<file path="src/rtl/memory_ram_pkg.sv">
// memory_ram_pkg: shared state encoding and read-during-write mode constants
package memory_ram_pkg;
    typedef enum logic {IDLE = 1'b0, CLEAR = 1'b1} state_t;
    localparam int MODE_READ_FIRST  = 0;
    localparam int MODE_WRITE_FIRST = 1;
endpackage

</file>
<file path="src/rtl/memory_ram_param_if.sv">
// memory_ram_param_if: access and status bundle between a RAM user and the RAM
interface memory_ram_param_if #(
    parameter int DATA_W = 16,
    parameter int ADDR_W = 4
);
    logic              en;
    logic              wen;
    logic              clr;
    logic [ADDR_W-1:0] address;
    logic [DATA_W-1:0] din;
    logic [DATA_W-1:0] out;
    logic              out_valid;
    logic              busy;
    modport master (output en, wen, address, din, clr, input out, out_valid, busy);
    modport slave  (input en, wen, address, din, clr, output out, out_valid, busy);
endinterface

</file>
<file path="src/rtl/memory_ram_clear_seq.sv">
// memory_ram_clear_seq: CLEAR/IDLE sequencer that zeroes the array and owns its write port mux
module memory_ram_clear_seq
    import memory_ram_pkg::*;
#(
    parameter int DATA_W = 16,
    parameter int ADDR_W = 4,
    parameter int DEPTH  = 16
) (
    input  logic              clk,
    input  logic              rst_n,
    input  logic              i_en,
    input  logic              i_wen,
    input  logic              i_clr,
    input  logic              i_in_range,
    input  logic [ADDR_W-1:0] i_address,
    input  logic [DATA_W-1:0] i_din,
    output logic              o_busy,
    output logic              o_accept,
    output logic              o_we,
    output logic [ADDR_W-1:0] o_waddr,
    output logic [DATA_W-1:0] o_wdata
);
    localparam logic [ADDR_W-1:0] LAST = ADDR_W'(DEPTH - 1);

    state_t            r_state, w_state_nxt;
    logic [ADDR_W-1:0] r_ptr, w_ptr_nxt;

    // State and sweep pointer; reset restarts the sweep from word 0
    always_ff @(posedge clk or negedge rst_n) begin
        if (!rst_n) begin
            r_state <= CLEAR;
            r_ptr   <= '0;
        end else begin
            r_state <= w_state_nxt;
            r_ptr   <= w_ptr_nxt;
        end
    end

    // Sweep advances one word per edge; clr in IDLE restarts it and wins over any access
    always_comb begin
        w_state_nxt = r_state;
        w_ptr_nxt   = r_ptr;
        if (r_state == CLEAR) begin
            w_ptr_nxt   = (r_ptr == LAST) ? '0 : r_ptr + ADDR_W'(1);
            w_state_nxt = (r_ptr == LAST) ? IDLE : CLEAR;
        end else if (i_clr) begin
            w_state_nxt = CLEAR;
            w_ptr_nxt   = '0;
        end
    end

    assign o_busy   = (r_state == CLEAR);
    assign o_accept = !o_busy && !i_clr && i_en;
    assign o_we     = o_busy || (o_accept && i_wen && i_in_range);
    assign o_waddr  = o_busy ? r_ptr : i_address;
    assign o_wdata  = o_busy ? '0 : i_din;
endmodule

</file>
<file path="src/rtl/memory_ram_param.sv">
// memory_ram_param: parametrised single-port RAM with registered output and hardware clear
module memory_ram_param
    import memory_ram_pkg::*;
#(
    parameter int DATA_W     = 16,
    parameter int ADDR_W     = 4,
    parameter int DEPTH      = 2 ** ADDR_W,
    parameter int WRITE_MODE = MODE_READ_FIRST
) (
    input logic               clk,
    input logic               rst_n,
    memory_ram_param_if.slave bus
);
    logic [DATA_W-1:0] r_mem [DEPTH];
    logic              w_in_range;
    logic              w_busy;
    logic              w_accept;
    logic              w_we;
    logic [ADDR_W-1:0] w_waddr;
    logic [DATA_W-1:0] w_wdata;
    logic [DATA_W-1:0] w_rdata;
    logic [DATA_W-1:0] w_out_nxt;

    assign w_in_range = 32'(bus.address) < 32'(DEPTH);

    memory_ram_clear_seq #(.DATA_W(DATA_W), .ADDR_W(ADDR_W), .DEPTH(DEPTH)) u_seq (
        .clk       (clk),
        .rst_n     (rst_n),
        .i_en      (bus.en),
        .i_wen     (bus.wen),
        .i_clr     (bus.clr),
        .i_in_range(w_in_range),
        .i_address (bus.address),
        .i_din     (bus.din),
        .o_busy    (w_busy),
        .o_accept  (w_accept),
        .o_we      (w_we),
        .o_waddr   (w_waddr),
        .o_wdata   (w_wdata)
    );

    // Array write port; contents are not reset, the sweep zeroes them instead
    always_ff @(posedge clk) begin
        if (w_we) r_mem[w_waddr] <= w_wdata;
    end

    assign w_rdata   = w_in_range ? r_mem[bus.address] : '0;
    assign w_out_nxt = !w_in_range ? '0 :
                       (WRITE_MODE == MODE_WRITE_FIRST && bus.wen) ? bus.din : w_rdata;

    // Output register: updates only on accepted accesses, valid pulses once per access
    always_ff @(posedge clk or negedge rst_n) begin
        if (!rst_n) begin
            bus.out       <= '0;
            bus.out_valid <= 1'b0;
        end else begin
            bus.out_valid <= w_accept;
            if (w_accept) bus.out <= w_out_nxt;
        end
    end

    assign bus.busy = w_busy;
endmodule

</file>
<file path="src/flat_wrapper.sv">
// flat-port wrapper written by rule: the top's interface ports become plain ports
module memory_ram_param_flat import memory_ram_pkg::*;
#(
    parameter int DATA_W     = 16,
    parameter int ADDR_W     = 4,
    parameter int DEPTH      = 2 ** ADDR_W,
    parameter int WRITE_MODE = MODE_READ_FIRST
)
  (clk, rst_n, bus_en, bus_wen, bus_address, bus_din, bus_clr, bus_out, bus_out_valid, bus_busy);
  memory_ram_param_if #(.DATA_W(DATA_W), .ADDR_W(ADDR_W)) bus_i ();
  input logic clk;
  input logic rst_n;
  input wire logic [$bits(bus_i.en)-1:0] bus_en;
  input wire logic [$bits(bus_i.wen)-1:0] bus_wen;
  input wire logic [$bits(bus_i.address)-1:0] bus_address;
  input wire logic [$bits(bus_i.din)-1:0] bus_din;
  input wire logic [$bits(bus_i.clr)-1:0] bus_clr;
  output wire logic [$bits(bus_i.out)-1:0] bus_out;
  output wire logic [$bits(bus_i.out_valid)-1:0] bus_out_valid;
  output wire logic [$bits(bus_i.busy)-1:0] bus_busy;
  assign bus_i.en = bus_en;
  assign bus_i.wen = bus_wen;
  assign bus_i.address = bus_address;
  assign bus_i.din = bus_din;
  assign bus_i.clr = bus_clr;
  assign bus_out = bus_i.out;
  assign bus_out_valid = bus_i.out_valid;
  assign bus_busy = bus_i.busy;
  memory_ram_param #(.DATA_W(DATA_W), .ADDR_W(ADDR_W), .DEPTH(DEPTH), .WRITE_MODE(WRITE_MODE)) u_core (.clk(clk), .rst_n(rst_n), .bus(bus_i));
endmodule
</file>
<file path="config.mk">
export PLATFORM = sky130hd
export DESIGN_NAME = memory_ram_param_flat
export DESIGN_NICKNAME = d
export VERILOG_FILES = /design/src/rtl/memory_ram_pkg.sv /design/src/rtl/memory_ram_param_if.sv /design/src/rtl/memory_ram_clear_seq.sv /design/src/rtl/memory_ram_param.sv /design/src/flat_wrapper.sv
export SDC_FILE = /design/constraint.sdc
export NUM_CORES = 1
export LEC_CHECK = 0
export BUFFER_PORTS_ARGS = -buffer_cell sky130_fd_sc_hd__buf_4
export CORE_ASPECT_RATIO = 1.25
export CORE_MARGIN = 3
export CORE_UTILIZATION = 65
export DETAILED_ROUTE_END_ITERATION = 12
export PLACE_DENSITY = 0.8
export SLEW_MARGIN = 0
export SYNTH_ARGS = -nofsm -noshare
export SYNTH_HDL_FRONTEND = slang
export SYNTH_SLANG_ARGS = --single-unit
export TNS_END_PERCENT = 5
</file>
<file path="constraint.sdc">
create_clock -name clk -period 5.9 [get_ports clk]
set_input_delay 1.18 -clock clk [delete_from_list [all_inputs] [get_ports clk]]
set_output_delay 1.18 -clock clk [all_outputs]
set_load 0.005 [all_outputs]
</file>
[After elaboration in Yosys (flattened, before gate mapping)]
Memories as Yosys holds them, arrays and structs flattened. A register that Yosys moved wholly into a read port is not among the register bits.
Index checks and enable logic that the tools add are counted.
Operators by class
  reduce and logical (&&, ||, !) cells: 8
  add/subtract/negate cells: 1
  mux-type cells: 10
  equal/unequal tests: 1
Operators with widths (count)
  $mux W16: 1
  $mux W4: 4
  $mux W1: 5
  $add A4 B1 Y4 const B: 1
  $eq A4 B4 Y1 const B: 1
  $logic_and A1 B1 Y1: 3
  $logic_not A1 Y1: 3
  $reduce_bool A2 Y1: 1
  $logic_or A1 B1 Y1: 1
Word-level totals
  memory bits (writable): 256
  memories kept: 1
  register bits: 6
Memories
  u_core.r_mem: words 16, width 16, rd ports 1, clocked after Yosys merged registers in 1, wr ports 1, RTL line memory_ram_param.sv:14  | logic [DATA_W-1:0] r_mem [DEPTH];

[Depth between registers and ports, before layout]
Gate-level depths: netlist of the first run.
  depth in word-level cells: 7
  gate-level depth with buffers: 7
  mapped depth without buffers: 4

[Cells and area by module]
From an unflattened synthesis of the first run, not the netlist that was laid out.
Unflattened totals
  cells, all modules: 505
  area total of the unflattened synthesis: 10921.7 sq um
Modules (own cells, without submodules)
  memory_ram_param: cells an instance 454, times used 1, area each 10487.6 sq um, seq. area each 8112.8 sq um
  memory_ram_clear_seq: cells an instance 51, times used 1, area each 434.2 sq um, seq. area each 126.4 sq um

[Worst setup path before layout of the first run]
Ideal clock, no wire load.
  path kind: in2reg
  start: input port bus_address[1]
  end: memory u_core.r_mem[8][0] (enable)
  data required time: 5512 ps
  slack: 2573 ps
  data arrival time: 2939 ps
  stages on the path: 6
  path buffers: 3
  cells stage by stage: buf_2 buf_6 buf_4 o41ai_1 nand2_1 nor2_1
Between the ends
  longest elaborated chain between the ends: 1
Ends and longest elaborated chain
  from (decl): RTL line flat_wrapper.sv:15  | input wire logic [$bits(bus_i.address)-1:0] bus_address;
  $mux W4: RTL line memory_ram_clear_seq.sv:55  | assign o_waddr = o_busy ? r_ptr : i_address;
  to (decl): RTL line memory_ram_param.sv:14
Every way passes these cells.

[Worst setup path in the final report of the first run]
  start: input port bus_address[1]
  end: memory u_core.r_mem[11][6] (enable)
Same word-level chain as after synthesis.

==> results of run 1 <==
## cell families after synthesis
kind of cell               after synthesis  synth area share
adders and majority gates                1          0.001149
and+or+nand+nor                         73           0.03253
DFF                                    278            0.7570
AOI/OAI and AO/OA                       62           0.04300
xor gates and xnor gates                 1         0.0008048
muxes                                  100            0.1461
buffers and inverters                   40           0.01943
## power by group
part	internal, mW	switching, mW	leakage [nW]	total [mW]
Sequential	2.68	0.184	2.67	2.87
Combinational	0.336	0.615	1.21	0.951
Clock	0.928	0.690	0.401	1.62
## metrics by stage
stage,worst slack (ns),area [um^2],hold slack (ns),power (mW),instances
after global routing,2.223,12260,0.5300,5.622,842
after floorplan,2.573,10880,0.5008,3.362,555
after CTS,2.424,12260,0.5129,5.446,842
after detailed placement,1.886,11440,0.4997,3.834,795
after global placement,2.060,11440,0.4997,3.759,795
final,2.415,12260,0.5038,5.438,842
## metal layers
layer,vias to the layer above,global-route usage
met5,-,0
met4,0,0.08744
met3,51,0.04059
met2,363,0.4621
met1,2862,0.4070
li1,2343,-
## registers in the layout, summed over array words and instances, names as in the netlist
name and count:
u_core.r_mem 256, u_core.bus.out 16, u_core.u_seq.r_ptr 4, u_core.bus.out_valid 1
u_core.u_seq.o_busy 1
## final cells by class
type	instances	area (um^2)
Inverter	4	15.01
Sequential cell	278	8239
Tap cell	216	270.3
Multi-Input combinational cell	237	2466
Fill cell	863	4071
Clock inverter	12	112.6
Clock buffer	35	705.7
Timing Repair Buffer	60	450.4
## worst paths after layout
path / from / end / slack (ns) / cells after the start
max: bus_address[1] / u_core.r_mem[11][6]$_DFFE_PP_ / 2.41 / 5
min: u_core.bus.out[4]$_DFFE_PN0P_ / u_core.bus.out[4]$_DFFE_PN0P_ / 0.50 / 2
max reg2reg: u_core.u_seq.o_busy$_DFF_PN1_ / u_core.r_mem[11][6]$_DFFE_PP_ / 2.95 / 4
min reg2reg: u_core.bus.out[4]$_DFFE_PN0P_ / u_core.bus.out[4]$_DFFE_PN0P_ / 0.50 / 2
max in group asynchronous: rst_n / u_core.u_seq.o_busy$_DFF_PN1_ / 5.02 / 1
min in group asynchronous: rst_n / u_core.bus.out[15]$_DFFE_PN0P_ / 0.57 / 1
## cells in the final DEF, fill, tap and decap left out, drive strengths merged, types with 4 or more instances in the layout
master | netlist | final
o21ai | 19 | 19
a22oi | 5 | 5
nor2b | 19 | 19
inv | 4 | 6
clkbuf | 11 | 35
mux4 | 47 | 47
edfxtp | 256 | 256
nand2b | 4 | 4
o211ai | 15 | 15
dfrtp | 21 | 21
nand2 | 25 | 25
mux2i | 52 | 52
a221oi | 16 | 16
clkinv | 0 | 8
nor2 | 21 | 21
buf | 25 | 60
## critical path: stages
cell and delay [ns]:
sky130_fd_sc_hd__buf_4 0.62, sky130_fd_sc_hd__inv_1 0.15, sky130_fd_sc_hd__o41ai_1 0.58, sky130_fd_sc_hd__nand2_1 0.26
sky130_fd_sc_hd__nor2_2 0.80
==> implementation parameters, run 1 <==
Parameter                              Value

Synthesis
  Post-synth EDFFs    256
  Primary FF master, synth    sky130_fd_sc_hd__edfxtp_1
  Number of instances in the synthesized netlist    555
  Share of synthesized area occupied by flip-flops and latches    0.7570
  Most instantiated cells after synthesis    256 x sky130_fd_sc_hd__edfxtp_1, 52 x sky130_fd_sc_hd__mux2i_1, 47 x sky130_fd_sc_hd__mux4_2, 25 x sky130_fd_sc_hd__nand2_1
  Yosys warning count    0
  Syn_nets    581
  Cell type contributing the most total cell area after synthesis    sky130_fd_sc_hd__edfxtp_1
  Mapped Area    0.01088 mm^2
  Number of distinct library cell variants in the gate-level netlist after synthesis    32
  Number of register bits inferred by synthesis    278
  Proportion of netlist area held by the largest area contributor    0.7063
  Ranking of synthesized cells by area    sky130_fd_sc_hd__edfxtp_1 71%, sky130_fd_sc_hd__mux4_2 9.7%, sky130_fd_sc_hd__dfrtp_1 4.8%, sky130_fd_sc_hd__mux2i_1 4.8%, sky130_fd_sc_hd__nor2b_1 1.1%
  Average size of a mapped cell    19.61 um^2
  Count leader, synth    sky130_fd_sc_hd__edfxtp_1
  Share of synthesized registers carrying an async set or reset    0.07914

Clock tree
  Worst-case clock buffer depth    3
  H-tree Lvls    1
  Reg clk slew, reported paths    0.06 ns
  CTS resizes    0
  Total of hold buffers inserted after clock tree synthesis    0
  Clock insertion delay at the later pin of the skew report    0.52 ns
  Total clock buffers created by CTS    26
  Clock sinks    278
  Clock root buffer    sky130_fd_sc_hd__clkbuf_16
  TritonCTS clock tree    built
  Post-CTS setup-driven buffer insertion count    0

Floorplanning
  Width of the chip    121.7 um
  Number of ports placed on the die boundary    43
  Placeable core region    0.01633 mm^2
  Starting density of the core    0.6665
  Std-Cell Rows    52
  Full die area    0.01834 mm^2
  Die span in y    150.7 um

Worst setup path
  Kind of critical path    input pin to register
  Worst-path maximum fanout    53
  Critical Path RT    6.04 ns
  Category of the worst setup path capture point    register
  Critical Path Source Type    input pin
  Arrival time at the worst endpoint    3.63 ns

STA
  Final setup violation count    0
  Max Freq    286.9 MHz
  Final min period    3.485 ns
  Final hold violation count    0
  Setup TNS    0 ns
  Headroom to the max-slew limit    0.02302
  Period Utilization, post-route    0.5907
  Transition at the pin with the smallest max-transition slack    1.462 ns
  Final count of pins violating max slew    0
  RSZ-0062 raised after global routing    false
  Clock skew    0.01185 ns

Global route
  Initial antenna violation count    0
  Largest net degree at the start of global routing    54
  Global-route wire length before repair    36.96 mm
  Remaining global-route overflow    0
  Number of global-route vias before repair    5677
  Global-route usage over all layers    0.2832

Pwr
  Leakage power figure    4.287 nW
  Pwr per Cell Area    443.5 mW/mm^2
  Worst IR Drop VDD    0.2682 mV

Worst hold path
  Worst min-delay path category    register to register

Route
  Metal1 wirelength    9.331 mm
  Post-detailed-route count of antenna-violating nets    0
  Number of design-rule violations left by the first detailed-router iteration    722
  Drt via density    6.673
  Met3 wire length    2.338 mm
  Top routing layer in use    met4
  Residual DRC count    0
  Met2 Wirelength    12.41 mm
  First-pass iteration count of the detailed router    5
  Final wirelength    24.82 mm
  Average routed wire per standard cell    29.48 um
  Via Count    5619

Place
  Post-detailed-placement half-perimeter wirelength    14.80 mm
  Last weighted congestion value of the routability-driven placer    0.8171
  Port Buffer Count    42

Finish
  Layout-stage area growth over the synthesis result    12.63%
  Antenna diode count    0
  Layout Nets    633
  Post-layout util    0.7507
  Fraction of final layout cells with drive strength greater than 1    0.2588

Run status
  Outcome    finished, final reports clean

Job
  MaxCap Viol Count    0
No activity file was read; power rests on OpenSTA's default activity.
==> inputs of run 2 (changes only) <==
--- a/config.mk
+++ b/config.mk
@@ -8,9 +8,9 @@
 export BUFFER_PORTS_ARGS = -buffer_cell sky130_fd_sc_hd__buf_4
 export CORE_ASPECT_RATIO = 1.25
 export CORE_MARGIN = 3
-export CORE_UTILIZATION = 65
+export CORE_UTILIZATION = 55
 export DETAILED_ROUTE_END_ITERATION = 12
-export PLACE_DENSITY = 0.8
+export PLACE_DENSITY = 0.72
 export SLEW_MARGIN = 0
 export SYNTH_ARGS = -nofsm -noshare
 export SYNTH_HDL_FRONTEND = slang
==> constraint.sdc (replaced) <==
create_clock -name clk -period 2.9 [get_ports clk]
set_input_delay 0.58 -clock clk [delete_from_list [all_inputs] [get_ports clk]]
set_output_delay 0.58 -clock clk [all_outputs]
set_load 0.005 [all_outputs]
==> run 2 against run 1 <==
  * Global-route usage is 6.1 points lower
  * Count of clock-buffer cells in the layout up 3
  * Worst setup slack got worse by 2.1 ns
  * Flip-flop and latch count unchanged
  * Register-to-register slack got worse by 2.6 ns
  * Highest routed layer unchanged
  * Via count decreased by 2.3%
  * Worst hold slack worse by 0.21 ns
  * Die area grew 17%
  * First-iteration DRC count decreased by 11%
  * Power up 110%
  * Sequential power is 100% higher
  * Largest power group unchanged
  * Non-clock buffer count rose by 21
  * Critical path type is now register to register
==> implementation parameters, run 2 (synthesis results as in run 1) <==
Parameter                              Value

STA
  Headroom to the max-slew limit    0.1536
  Worst hold slack    0.2981 ns
  Transition at the pin with the smallest max-transition slack    1.267 ns
  Final hold violation count    0
  Setup TNS    0 ns
  Fin worst setup slack    0.3557 ns
  Period Utilization, post-route    0.8774
  Final count of pins violating max slew    0
  Clock skew    0.01745 ns
  Final setup violation count    0
  Max Freq    393.0 MHz
  RSZ-0062 raised after global routing    false
  Final min period    2.544 ns

Finish
  Final Instance Count excl. Fillers    909
  Fraction of final layout cells with drive strength greater than 1    0.2886
  Post-route cell area    0.01254 mm^2
  Biggest regs    u_core.r_mem x256, u_core.bus.out x16, u_core.u_seq.r_ptr x4
  Register with the most flip-flops    u_core.r_mem
  Post-layout util    0.6558
  Layout Nets    654
  Max FFs per register    256
  Layout-stage area growth over the synthesis result    15.25%
  Commonest non-fill, non-tap cell in the layout    sky130_fd_sc_hd__edfxtp_1
  Antenna diode count    0
  Most frequent cells in the layout    256 x sky130_fd_sc_hd__edfxtp_1, 78 x sky130_fd_sc_hd__buf_4, 52 x sky130_fd_sc_hd__mux2i_1

Worst setup path
  Arrival time at the worst endpoint    2.69 ns
  Kind of critical path    register to register
  Critical Path Source Type    register
  Category of the worst setup path capture point    register
  Worst-path maximum fanout    18
  Critical Path RT    3.04 ns

Place
  Port Buffer Count    42
  Post-detailed-placement half-perimeter wirelength    14.37 mm
  Placed Cells incl. Taps    860
  Worst setup slack after placement    0.1055 ns
  Last weighted congestion value of the routability-driven placer    0.8330
  Placed inst area    0.01168 mm^2

Clock tree
  Reg clk slew, reported paths    0.06 ns
  Clock sinks    278
  H-tree Lvls    1
  Clock insertion delay at the later pin of the skew report    0.54 ns
  TritonCTS clock tree    built
  Worst-case clock buffer depth    3
  Clock root buffer    sky130_fd_sc_hd__clkbuf_16
  Total clock buffers created by CTS    26

Global route
  Routing usage on met1    0.3182
  Initial antenna violation count    0
  Global routing usage on met3    0.02865
  Number of global-route vias before repair    5770
  Most crowded layer after global routing    met2
  Global-route wire length before repair    35.60 mm
  Largest net degree at the start of global routing    65
  Global-route usage over all layers    0.2224
  Grt met2 use    0.3679
  Remaining global-route overflow    0

Floorplanning
  Std-Cell Rows    56
  Placeable core region    0.01913 mm^2
  Die span in y    163.3 um
  Full die area    0.02152 mm^2
  Starting density of the core    0.5690
  Width of the chip    131.8 um
  Number of ports placed on the die boundary    43

Pwr
  Pwr per Cell Area    892.5 mW/mm^2
  Leakage power figure    4.406 nW
  Power, Total    11.20 mW
  Worst IR Drop VDD    0.7044 mV

Route
  Residual DRC count    0
  Drt via density    6.041
  First-pass iteration count of the detailed router    5
  Number of design-rule violations left by the first detailed-router iteration    646
  Final wirelength    23.24 mm
  Via Count    5491
  Post-detailed-route count of antenna-violating nets    0
  Average routed wire per standard cell    25.57 um

Job
  MaxCap Viol Count    0

Run status
  Outcome    finished, final reports clean

Worst hold path
  Worst min-delay path category    input pin to register
[run 2: layout make-up]
class                           count  area, um^2
Sequential cell                   278        8239
Fill cell                        1240        6584
Multi-Input combinational cell    237        2474
Clock buffer                       38       745.7
Timing Repair Buffer               81       635.6
Tap cell                          261       326.6
Clock inverter                     10       108.9
Inverter                            4       15.01
[run 2: repair_timing]
action,4_1_cts,5_1_grt
endpoints found under the hold margin,21,0
hold buffers,1,0
buffers inserted,0,0
gates resized for setup,0,0
[run 2: worst max-delay path, cell delays in order (launching register included)]
cell,delay [ns]
sky130_fd_sc_hd__dfstp_2,0.49
sky130_fd_sc_hd__o41ai_1,0.61
sky130_fd_sc_hd__nand2_1,0.22
sky130_fd_sc_hd__nor2_2,0.83
[run 2: path summary, 6_finish.rpt]
check	startpoint	end	slack, ns	cells past startpoint
max reg2reg	u_core.u_seq.o_busy$_DFF_PN1_	u_core.r_mem[11][10]$_DFFE_PP_	0.36	3
max	u_core.u_seq.o_busy$_DFF_PN1_	u_core.r_mem[11][10]$_DFFE_PP_	0.36	3
min	bus_clr	u_core.u_seq.r_ptr[2]$_DFFE_PN0P_	0.30	2
max in group asynchronous	rst_n	u_core.u_seq.o_busy$_DFF_PN1_	2.05	2
min reg2reg	u_core.bus.out[5]$_DFFE_PN0P_	u_core.bus.out[5]$_DFFE_PN0P_	0.51	2
min in group asynchronous	rst_n	u_core.bus.out[5]$_DFFE_PN0P_	0.53	2
[run 2: routing by layer]
layer / up-vias / part of all wire
met2: 235 / 0.49
met3: 44 / 0.068
met5: - / 0
met1: 2820 / 0.41
met4: 0 / 0.025
li1: 2392 / -
[run 2: power by group]
| part | switching (mW) | total, mW | internal, mW |
|---|---|---|---|
| clock network | 1.40 | 3.36 | 1.96 |
| logic | 1.28 | 2.08 | 0.799 |
| registers | 0.313 | 5.76 | 5.45 |
